**src/rtl/led_decoder.sv**
```systemverilog
// Registered hex-to-seven-segment decoder (abcdefg, LED[6]=a .. LED[0]=g).
// Optional blanking input is enabled by defining LED_DECODER_BLANK_EN.
module led_decoder #(
    parameter logic ACTIVE_LOW = 1'b1
) (
    input  logic       clk,
    input  logic       reset,
    input  logic [3:0] char,
`ifdef LED_DECODER_BLANK_EN
    input  logic       blank,
`endif
    output logic [6:0] LED
);

    localparam logic [6:0] ALL_OFF = ACTIVE_LOW ? 7'b1111111 : 7'b0000000;

    // Active-high segment pattern (lit = 1) for a hex digit.
    function automatic logic [6:0] hex_pattern(input logic [3:0] code);
        logic [6:0] seg;
        case (code)
            4'h0:    seg = 7'b1111110;
            4'h1:    seg = 7'b0110000;
            4'h2:    seg = 7'b1101101;
            4'h3:    seg = 7'b1111001;
            4'h4:    seg = 7'b0110011;
            4'h5:    seg = 7'b1011011;
            4'h6:    seg = 7'b1011111;
            4'h7:    seg = 7'b1110000;
            4'h8:    seg = 7'b1111111;
            4'h9:    seg = 7'b1111011;
            4'hA:    seg = 7'b1110111;
            4'hB:    seg = 7'b0011111;
            4'hC:    seg = 7'b1001110;
            4'hD:    seg = 7'b0111101;
            4'hE:    seg = 7'b1001111;
            4'hF:    seg = 7'b1000111;
            default: seg = 7'b0000000;
        endcase
        return seg;
    endfunction

    logic [6:0] w_lit;
    logic [6:0] w_next;
    logic [6:0] r_led;

    // Decode the current character and apply board polarity.
    always_comb begin
        w_lit  = hex_pattern(char);
        w_next = ALL_OFF;
`ifdef LED_DECODER_BLANK_EN
        if (blank) begin
            w_next = ALL_OFF;
        end else if (ACTIVE_LOW) begin
            w_next = ~w_lit;
        end else begin
            w_next = w_lit;
        end
`else
        if (ACTIVE_LOW) begin
            w_next = ~w_lit;
        end else begin
            w_next = w_lit;
        end
`endif
    end

    // Segment register: reset wins, otherwise load the decoded pattern.
    always_ff @(posedge clk) begin
        if (reset) begin
            r_led <= ALL_OFF;
        end else begin
            r_led <= w_next;
        end
    end

    assign LED = r_led;

endmodule

```
**config.mk**
```make
export PLATFORM = sky130hd
export DESIGN_NAME = led_decoder
export DESIGN_NICKNAME = d
export VERILOG_FILES = /design/src/rtl/led_decoder.sv
export SDC_FILE = /design/constraint.sdc
export NUM_CORES = 1
export LEC_CHECK = 0
export CAP_MARGIN = 20
export CORE_MARGIN = 2
export CORE_UTILIZATION = 25
export CTS_CLUSTER_DIAMETER = 150
export DETAILED_ROUTE_END_ITERATION = 8
export DONT_BUFFER_PORTS = 1
export HOLD_SLACK_MARGIN = 0.06
export PLACE_DENSITY = 0.42
export SETUP_SLACK_MARGIN = 0.4
export SYNTH_ARGS = -nofsm -noshare
export SYNTH_HDL_FRONTEND = slang
export SYNTH_SLANG_ARGS = --single-unit
```
**constraint.sdc**
```tcl
create_clock -name clk -period 1.7 [get_ports clk]
set_input_delay 0.255 -clock clk [delete_from_list [all_inputs] [get_ports clk]]
set_output_delay 0.255 -clock clk [all_outputs]
set_load 0.005 [all_outputs]
```
==> results.py, run 1 <==
metrics = {
    "cts": {
        "cts-root-buf": "clkbuf_4",
        "cts.sinks": 7,
        "cts_made_buffers": 3,
        "cts_tree": "yes",
        "post_cts_buffers": 0,
        "ctsHoldBuffers": 0,
        "cts.path.max_buffers": 2,
        "cts.htree.levels": 1,
        "cts_resized": 0,
        "clk_transition_reported_paths_ns": 0.05,
    },
    "placement": {
        "gp_routability_congestion": 0.8436,
        "dp_hpwl_um": 588.5,
        "numPortBuffers": 0,
        "placed_area_sq_um": 407.9,
        "dp.cells": 55,
    },
    "worst_hold_path": {
        "min_delay_path_depth": 1,
        "min_path_type": "in2reg",
        "hold_end": "LED[4]$_SDFF_PP1_",
        "hold_start": "reset",
    },
    "drt": {
        "wirelength_um": 708,
        "drc_errors": 0,
        "via_per_inst": 5.051,
        "antenna_left": 0,
        "wl_per_cell_um": 12.00,
        "num_vias": 298,
        "drt_iter0_markers": 5,
        "dr.pass1.iters": 3,
    },
    "layout": {
        "nets": 56,
        "syn_to_final_growth_pct": 9.810,
        "n_antenna_cell": 0,
        "layoutNonFillerInstCount": 59,
        "final_cell_mix": "dfxtp_1, ha_1, inv_1, nor2_1, clkbuf_4",
        "final_common_cell": "dfxtp_1",
        "drive_above_1_share": 0.06977,
        "largest_reg_flops": 7,
        "final_cell_area_sq_um": 434.2,
    },
    "yosys": {
        "syn_area_per_cell_sq_um": 9.884,
        "ys_warn_count": 0,
        "synth_area_sq_um": 395.4,
        "synth_top_area_share": 0.3544,
        "synth_largest_area_cell": "dfxtp_1",
        "synth_cells": 40,
        "synth_cell_type_count": 19,
        "synth_nets": 52,
        "ys_ff_latch": 7,
        "ys_seq_area_frac": 0.3544,
        "synthTopCellsByArea": "dfxtp_1, ha_1, a221o_1",
    },
    "sta": {
        "max_freq_mhz": 931.2,
        "finalSetupViolations": 0,
        "rsz0062_at_grt": "false",
        "period_share": 0.6317,
        "fin_crit_ns": 1.074,
        "holdWs_ns": 0.1193,
        "hold_viol_final": 0,
        "worst_slew_pin_slew_ns": 0.2888,
        "slew_violations": 0,
        "slew_headroom": 0.8044,
        "setup-tns-final_ns": 0,
    },
    "global_routing": {
        "overflow": 0,
        "track_usage": 0.08644,
        "antenna_found_initial": 0,
        "grt_pass1_wl_mm": 1.228,
        "grt_pass1_vias": 294,
        "grt_max_degree": 15,
    },
    "worst_setup_path": {
        "endpoint_kind": "flip-flop",
        "required_ns": 1.82,
        "slowest_delay_ns": 0.36,
        "crit_arrival_ns": 1.20,
        "worstSetupPathType": "in2reg",
        "critPathLaunchType": "primary input",
        "path_max_fanout": 5,
        "cp.depth": 4,
        "crit_family": "compound AO/OA/AOI/OAI gates",
        "path_buf_inv": 1,
        "slowest_stage": "a221o_1",
        "path_cells": "inv_1 > ha_1 > mux2_1 > a221o_1",
    },
    "floorplanning": {
        "rows": 14,
        "die-area_sq_um": 1916,
        "initial_core_util": 0.2655,
        "die_w_um": 43.77,
        "core_sq_um": 1489,
        "die_h_um": 43.77,
        "io_pins": 13,
    },
    "outcome": {
        "outcome": "finished, final reports clean",
    },
    "power_and_ir_drop": {
        "ir_worst_vdd_v": 0.0001958,
        "p_per_area_nw_per_um2": 853.9,
        "power_w": 0.0003707,
        "power.leakage_nw": 0.1930,
    },
    "flow_run": {
        "maxCapViolations": 0,
    },
}
[where the power goes]
group | total (W) | internal [W] | switching, W | leakage (nW)
Clock | 0.000142 | 0.0000890 | 0.0000528 | 0.0150
Sequential | 0.000184 | 0.000178 | 0.00000610 | 0.0589
Combinational | 0.0000445 | 0.0000221 | 0.0000223 | 0.119
[cell usage after synthesis]
cell and instances:
dfxtp_1 7, ha_1 6, inv_1 4, nor2_1 3
a221o_1 2, mux2i_1 2, nor2b_1 2, o211ai_1 2
o21ai_0 2, a211oi_1 1, a21oi_1 1, a311o_1 1
a31oi_1 1, buf_4 1, mux2_1 1, nand3b_1 1
nor3_1 1, o311ai_1 1, or2b_1 1
[stage by stage]
step,util,worst slack (ns)
after floorplan,-,0.4474
after detailed placement,0.2740,0.3769
after CTS,0.2916,0.6380
final,0.2916,0.6262
after global routing,0.2916,0.5891
after global placement,0.2740,0.4008
[worst max-delay path by stage]
stage / from / endpoint / slack (ns)
2_1_floorplan: char[0] / LED[0]$_SDFF_PP1_ / 0.45
3_3_place_gp: char[0] / LED[0]$_SDFF_PP1_ / 0.40
3_5_place_dp: char[0] / LED[0]$_SDFF_PP1_ / 0.38
4_1_cts: char[0] / LED[0]$_SDFF_PP1_ / 0.64
5_1_grt: char[0] / LED[0]$_SDFF_PP1_ / 0.59
6_report: char[0] / LED[0]$_SDFF_PP1_ / 0.63
[logic make-up after synthesis]
kind of cell | after synthesis | share of synthesized area
adder cells (fa/ha/maj) | 6 | 0.1899
AO/OA/AOI/OAI | 11 | 0.2089
AND/OR/NAND/NOR | 8 | 0.1108
buffers and inverters | 5 | 0.05696
multiplexers | 3 | 0.07911
flip-flops | 7 | 0.3544
[layout make-up]
class                           instances  area, sq um
Clock buffer                            4        26.28
Fill cell                             168         1055
Inverter                                4        15.01
Multi-Input combinational cell         28        232.7
Sequential cell                         7        140.1
Tap cell                               16        20.02
[per-layer routing]
metal  share of wire  global-route usage
met5               0                   0
met4               0             0.05455
met3           0.099             0.03333
met2            0.44              0.1324
met1            0.46              0.1000
Power figures use the tool's default switching activity.
==> run 2, diff against run 1 <==
Settings changed: PLACE_DENSITY 0.42 to 0.44.
Clock period 1.7 ns to 0.95 ns, I/O delays scaled along.
==> results.py, run 2 (synthesis gave the netlist of run 1 again) <==
metrics = {
    "outcome": {
        "outcome": "finished, final reports clean",
    },
    "layout": {
        "regArea_sq_um": 148.9,
        "drive_above_1_share": 0.4318,
        "layoutNonFillerInstCount": 60,
        "final_common_cell": "dfxtp_2",
        "largest_reg_flops": 7,
        "nets": 57,
        "final_cell_mix": "dfxtp_2, nor2_1, ha_1, clkbuf_4",
        "multi_input_area_sq_um": 275.3,
        "fillers": 152,
        "syn_to_final_growth_pct": 31.01,
        "fin_util": 0.3479,
        "n_antenna_cell": 0,
    },
    "drt": {
        "dr.pass1.iters": 4,
        "antenna_left": 0,
        "wl_per_cell_um": 12.83,
        "via_per_inst": 5.067,
        "wirelength_um": 770,
        "drc_errors": 0,
        "num_vias": 304,
        "drt_iter0_markers": 7,
    },
    "floorplanning": {
        "initial_core_util": 0.2655,
        "io_pins": 13,
        "die-area_sq_um": 1916,
        "die_h_um": 43.77,
        "die_w_um": 43.77,
        "rows": 14,
        "core_sq_um": 1489,
    },
    "worst_setup_path": {
        "crit_arrival_ns": 0.85,
        "path_max_fanout": 5,
        "slowest_delay_ns": 0.31,
        "endpoint_kind": "flip-flop",
        "required_ns": 1.07,
        "worstSetupPathType": "in2reg",
        "critPathLaunchType": "primary input",
        "slowest_stage": "a221o_1",
        "path_cells": "inv_12 > ha_4 > mux2_4 > a221o_1",
    },
    "power_and_ir_drop": {
        "ir_worst_vdd_v": 0.0003465,
        "power_w": 0.0006933,
        "power.leakage_nw": 0.2074,
        "p_per_area_nw_per_um2": 1338,
    },
    "global_routing": {
        "antenna_found_initial": 0,
        "grt_max_degree": 15,
        "grt_pass1_wl_mm": 1.297,
        "grt_pass1_vias": 295,
        "track_usage": 0.09330,
        "overflow": 0,
    },
    "sta": {
        "period_share": 0.7677,
        "max_freq_mhz": 1371,
        "slew_headroom": 0.8611,
        "finalSetupViolations": 0,
        "fin_crit_ns": 0.7293,
        "holdWs_ns": 0.009689,
        "rsz0062_at_grt": "true",
        "setup-tns-final_ns": 0,
        "worst_slew_pin_slew_ns": 0.2051,
        "slew_violations": 0,
        "hold_viol_final": 0,
    },
    "cts": {
        "cts.htree.levels": 1,
        "cts_tree": "yes",
        "cts.path.max_buffers": 2,
        "cts_made_buffers": 3,
        "clk_transition_reported_paths_ns": 0.05,
        "cts-root-buf": "clkbuf_4",
        "post_cts_buffers": 0,
        "cts.sinks": 7,
    },
    "worst_hold_path": {
        "min_delay_path_depth": 1,
        "hold_end": "LED[4]$_SDFF_PP1_",
        "min_path_type": "in2reg",
        "hold_start": "reset",
    },
    "flow_run": {
        "maxCapViolations": 0,
    },
    "placement": {
        "gp_routability_congestion": 0.6940,
        "numPortBuffers": 0,
        "dp.cells": 56,
        "dp_hpwl_um": 634,
    },
}
-- run 2: cell count changes in the layout (fill, tap and decap cells not counted), moves of 2 or more --
cell     change
ha_4         +2
dfxtp_2      +7
inv_1        -2
inv_12       +2
ha_1         -3
dfxtp_1      -7
-- run 2: cell type report --
class,instances,share of cell area
sequential,7,0.2874
clock buffer,4,0.05072
timing repair buffer,1,0.01449
inverter,4,0.07729
tap,16,0.03865
multi-input combinational,28,0.5314
-- run 2: worst max-delay path, delay by kind of cell --
family / cells / cell delay, ns
fa+ha+maj: 1 / 0.14
compound gates: 1 / 0.31
buf+inv: 1 / 0.02
mux: 1 / 0.24
-- run 2: metal layers --
layer	share of wire	GRT usage
met5	0	0
met4	0	0.05455
met3	0.11	0.03750
met2	0.48	0.1500
met1	0.41	0.1028
-- run 2: power breakdown --
| part | switching (W) | total (W) | internal, W |
|---|---|---|---|
| clock network | 0.0000955 | 0.000255 | 0.000159 |
| logic | 0.0000436 | 0.000103 | 0.0000598 |
| registers | 0.0000112 | 0.000335 | 0.000324 |
-- run 2: worst max-delay path by stage --
stage          cells after the start                 to  slack (ns)     from
2_1_floorplan                      4  LED[0]$_SDFF_PP1_      -0.006  char[1]
3_3_place_gp                       3  LED[0]$_SDFF_PP1_       -0.02  char[0]
3_5_place_dp                       3  LED[0]$_SDFF_PP1_       -0.03  char[0]
4_1_cts                            3  LED[0]$_SDFF_PP1_        0.23  char[0]
5_1_grt                            4  LED[0]$_SDFF_PP1_        0.21  char[1]
6_report                           4  LED[0]$_SDFF_PP1_        0.22  char[1]
-- run 2: what timing repair did --
item	in CTS	in global routing
endpoints found under the hold margin	7	7
resized for setup	11	0
setup endpoints to repair	13	13
-- run 2: per-stage QoR --
step	area, sq um	setup slack (ns)
3_5_place_dp	469.2	-0.02780
3_3_place_gp	469.2	-0.02147
5_1_grt	518.0	0.2143
6_report	518.0	0.2207
2_1_floorplan	449.2	-0.006041
4_1_cts	518.0	0.2274
==> run 3, diff against run 2 <==
Settings changed: PLACE_DENSITY 0.44 to 0.42.
Clock period 0.95 ns to 0.8 ns, I/O delays scaled along.
==> results.py, run 3 (synthesis gave the netlist of run 1 again) <==
metrics = {
    "drt": {
        "dr.pass1.iters": 1,
        "wl_per_cell_um": 12.26,
        "wirelength_um": 748,
        "drt_iter0_markers": 0,
        "antenna_left": 0,
        "via_per_inst": 4.951,
        "num_vias": 302,
        "drc_errors": 0,
    },
    "sta": {
        "slew_headroom": 0.8488,
        "holdWs_ns": -0.01498,
        "setup-tns-final_ns": 0,
        "fin_crit_ns": 0.7071,
        "worst_slew_pin_slew_ns": 0.2232,
        "period_share": 0.8839,
        "max_freq_mhz": 1414,
        "slew_violations": 0,
        "fin_ws_ns": 0.09291,
        "finalSetupViolations": 0,
        "hold_viol_final": 3,
        "rsz0062_at_grt": "true",
    },
    "power_and_ir_drop": {
        "combPwrFrac": 0.152,
        "p_per_area_nw_per_um2": 1577,
        "clockPowerShare": 0.365,
        "seq_power_share": 0.483,
        "switching_share": 0.2133,
        "power.leakage_nw": 0.2119,
        "intPower_w": 0.0006456,
        "ir_worst_vdd_v": 0.0003315,
        "p_sw_w": 0.0001751,
    },
    "floorplanning": {
        "core_sq_um": 1489,
        "die-area_sq_um": 1916,
        "rows": 14,
        "die_h_um": 43.77,
        "die_w_um": 43.77,
        "initial_core_util": 0.2655,
        "io_pins": 13,
    },
    "placement": {
        "numPortBuffers": 0,
        "dp_hpwl_um": 631.5,
        "gp_routability_congestion": 0.7152,
        "pre_cts_slack_ns": -0.1643,
        "placed_area_sq_um": 484.2,
    },
    "layout": {
        "final_common_cell": "dfxtp_2",
        "final_cell_mix": "dfxtp_2, nor2_1, ha_1, clkbuf_4",
        "n_antenna_cell": 0,
        "drive_above_1_share": 0.4000,
        "nets": 58,
        "fillers": 167,
        "final_cell_area_sq_um": 520.5,
        "largest_reg_flops": 7,
        "syn_to_final_growth_pct": 31.65,
    },
    "cts": {
        "cts.sinks": 7,
        "cts.htree.levels": 1,
        "cts_tree": "yes",
        "post_cts_buffers": 0,
        "cts-root-buf": "clkbuf_4",
        "cts.path.max_buffers": 2,
        "clk_transition_reported_paths_ns": 0.05,
        "cts_made_buffers": 3,
    },
    "worst_setup_path": {
        "path_max_fanout": 5,
        "crit_arrival_ns": 0.83,
        "required_ns": 0.93,
        "critPathLaunchType": "primary input",
        "endpoint_kind": "flip-flop",
        "worstSetupPathType": "in2reg",
    },
    "outcome": {
        "violations": "hold timing",
        "outcome": "complete, but fails checks",
    },
    "global_routing": {
        "overflow": 0,
        "grt_pass1_wl_mm": 1.207,
        "grt_max_degree": 15,
        "grt_pass1_vias": 296,
        "antenna_found_initial": 0,
        "track_usage": 0.08991,
    },
    "flow_run": {
        "maxCapViolations": 0,
    },
    "worst_hold_path": {
        "min_path_type": "in2reg",
    },
}
## run 3: cell types whose count changed in the layout (fill, tap and decap cells not counted)
cell and delta:
a21oi_2 -1, dfxtp_2 -1, buf_4 +1, a21oi_1 +1, dfxtp_1 +1
## run 3: critical path, stage by stage
cell and delay (ns):
inv_12 0.02, ha_4 0.14, mux2_4 0.25, a221o_1 0.31
## run 3: metrics by stage
step / hold WS (ns) / instances / power, W / util
floorplan: 0.2229 / 40 / 0.0005031 / -
global placement: 0.2321 / 57 / 0.0005220 / 0.3252
detailed placement: 0.2334 / 57 / 0.0005242 / 0.3252
CTS: -0.02622 / 61 / 0.0008428 / 0.3479
global route: -0.01008 / 61 / 0.0008621 / 0.3496
finish: -0.01498 / 61 / 0.0008207 / 0.3496
## run 3: layer usage
layer	global-route usage	routed length (um)	vias up
met5	0	0	-
met4	0.09091	0	0
met3	0.01667	51	0
met2	0.1471	397	9
met1	0.09273	298	137
li1	-	-	156
## run 3: what timing repair did
item                                    4_1_cts  5_1_grt
hold endpoints to repair                      7        7
resized for setup                             2        1
endpoints found under the setup margin       14       14
## run 3: final cells by class
class,count,area (sq um),share of cell area
repair buffers,2,15.01,0.02885
multi-input cells,28,271.5,0.5216
well taps,16,20.02,0.03846
clock buffers,4,26.28,0.05048
inverters,4,40.04,0.07692
flip-flops and latches,7,147.6,0.2837
## run 3: power by group through the flow
stage          Clock, W  Combinational (W)  Sequential [W]
2_1_floorplan         0           0.000102        0.000401
3_3_place_gp          0           0.000118        0.000404
3_5_place_dp          0           0.000120        0.000404
4_1_cts        0.000319           0.000126        0.000397
5_1_grt        0.000326           0.000139        0.000397
6_report       0.000299           0.000125        0.000396
## run 3: final timing paths
check	startpoint	endpoint	slack (ns)	cells after the start
setup / recovery	char[0]	LED[0]$_SDFF_PP1_	0.09	4
hold / removal	reset	LED[4]$_SDFF_PP1_	-0.01	1
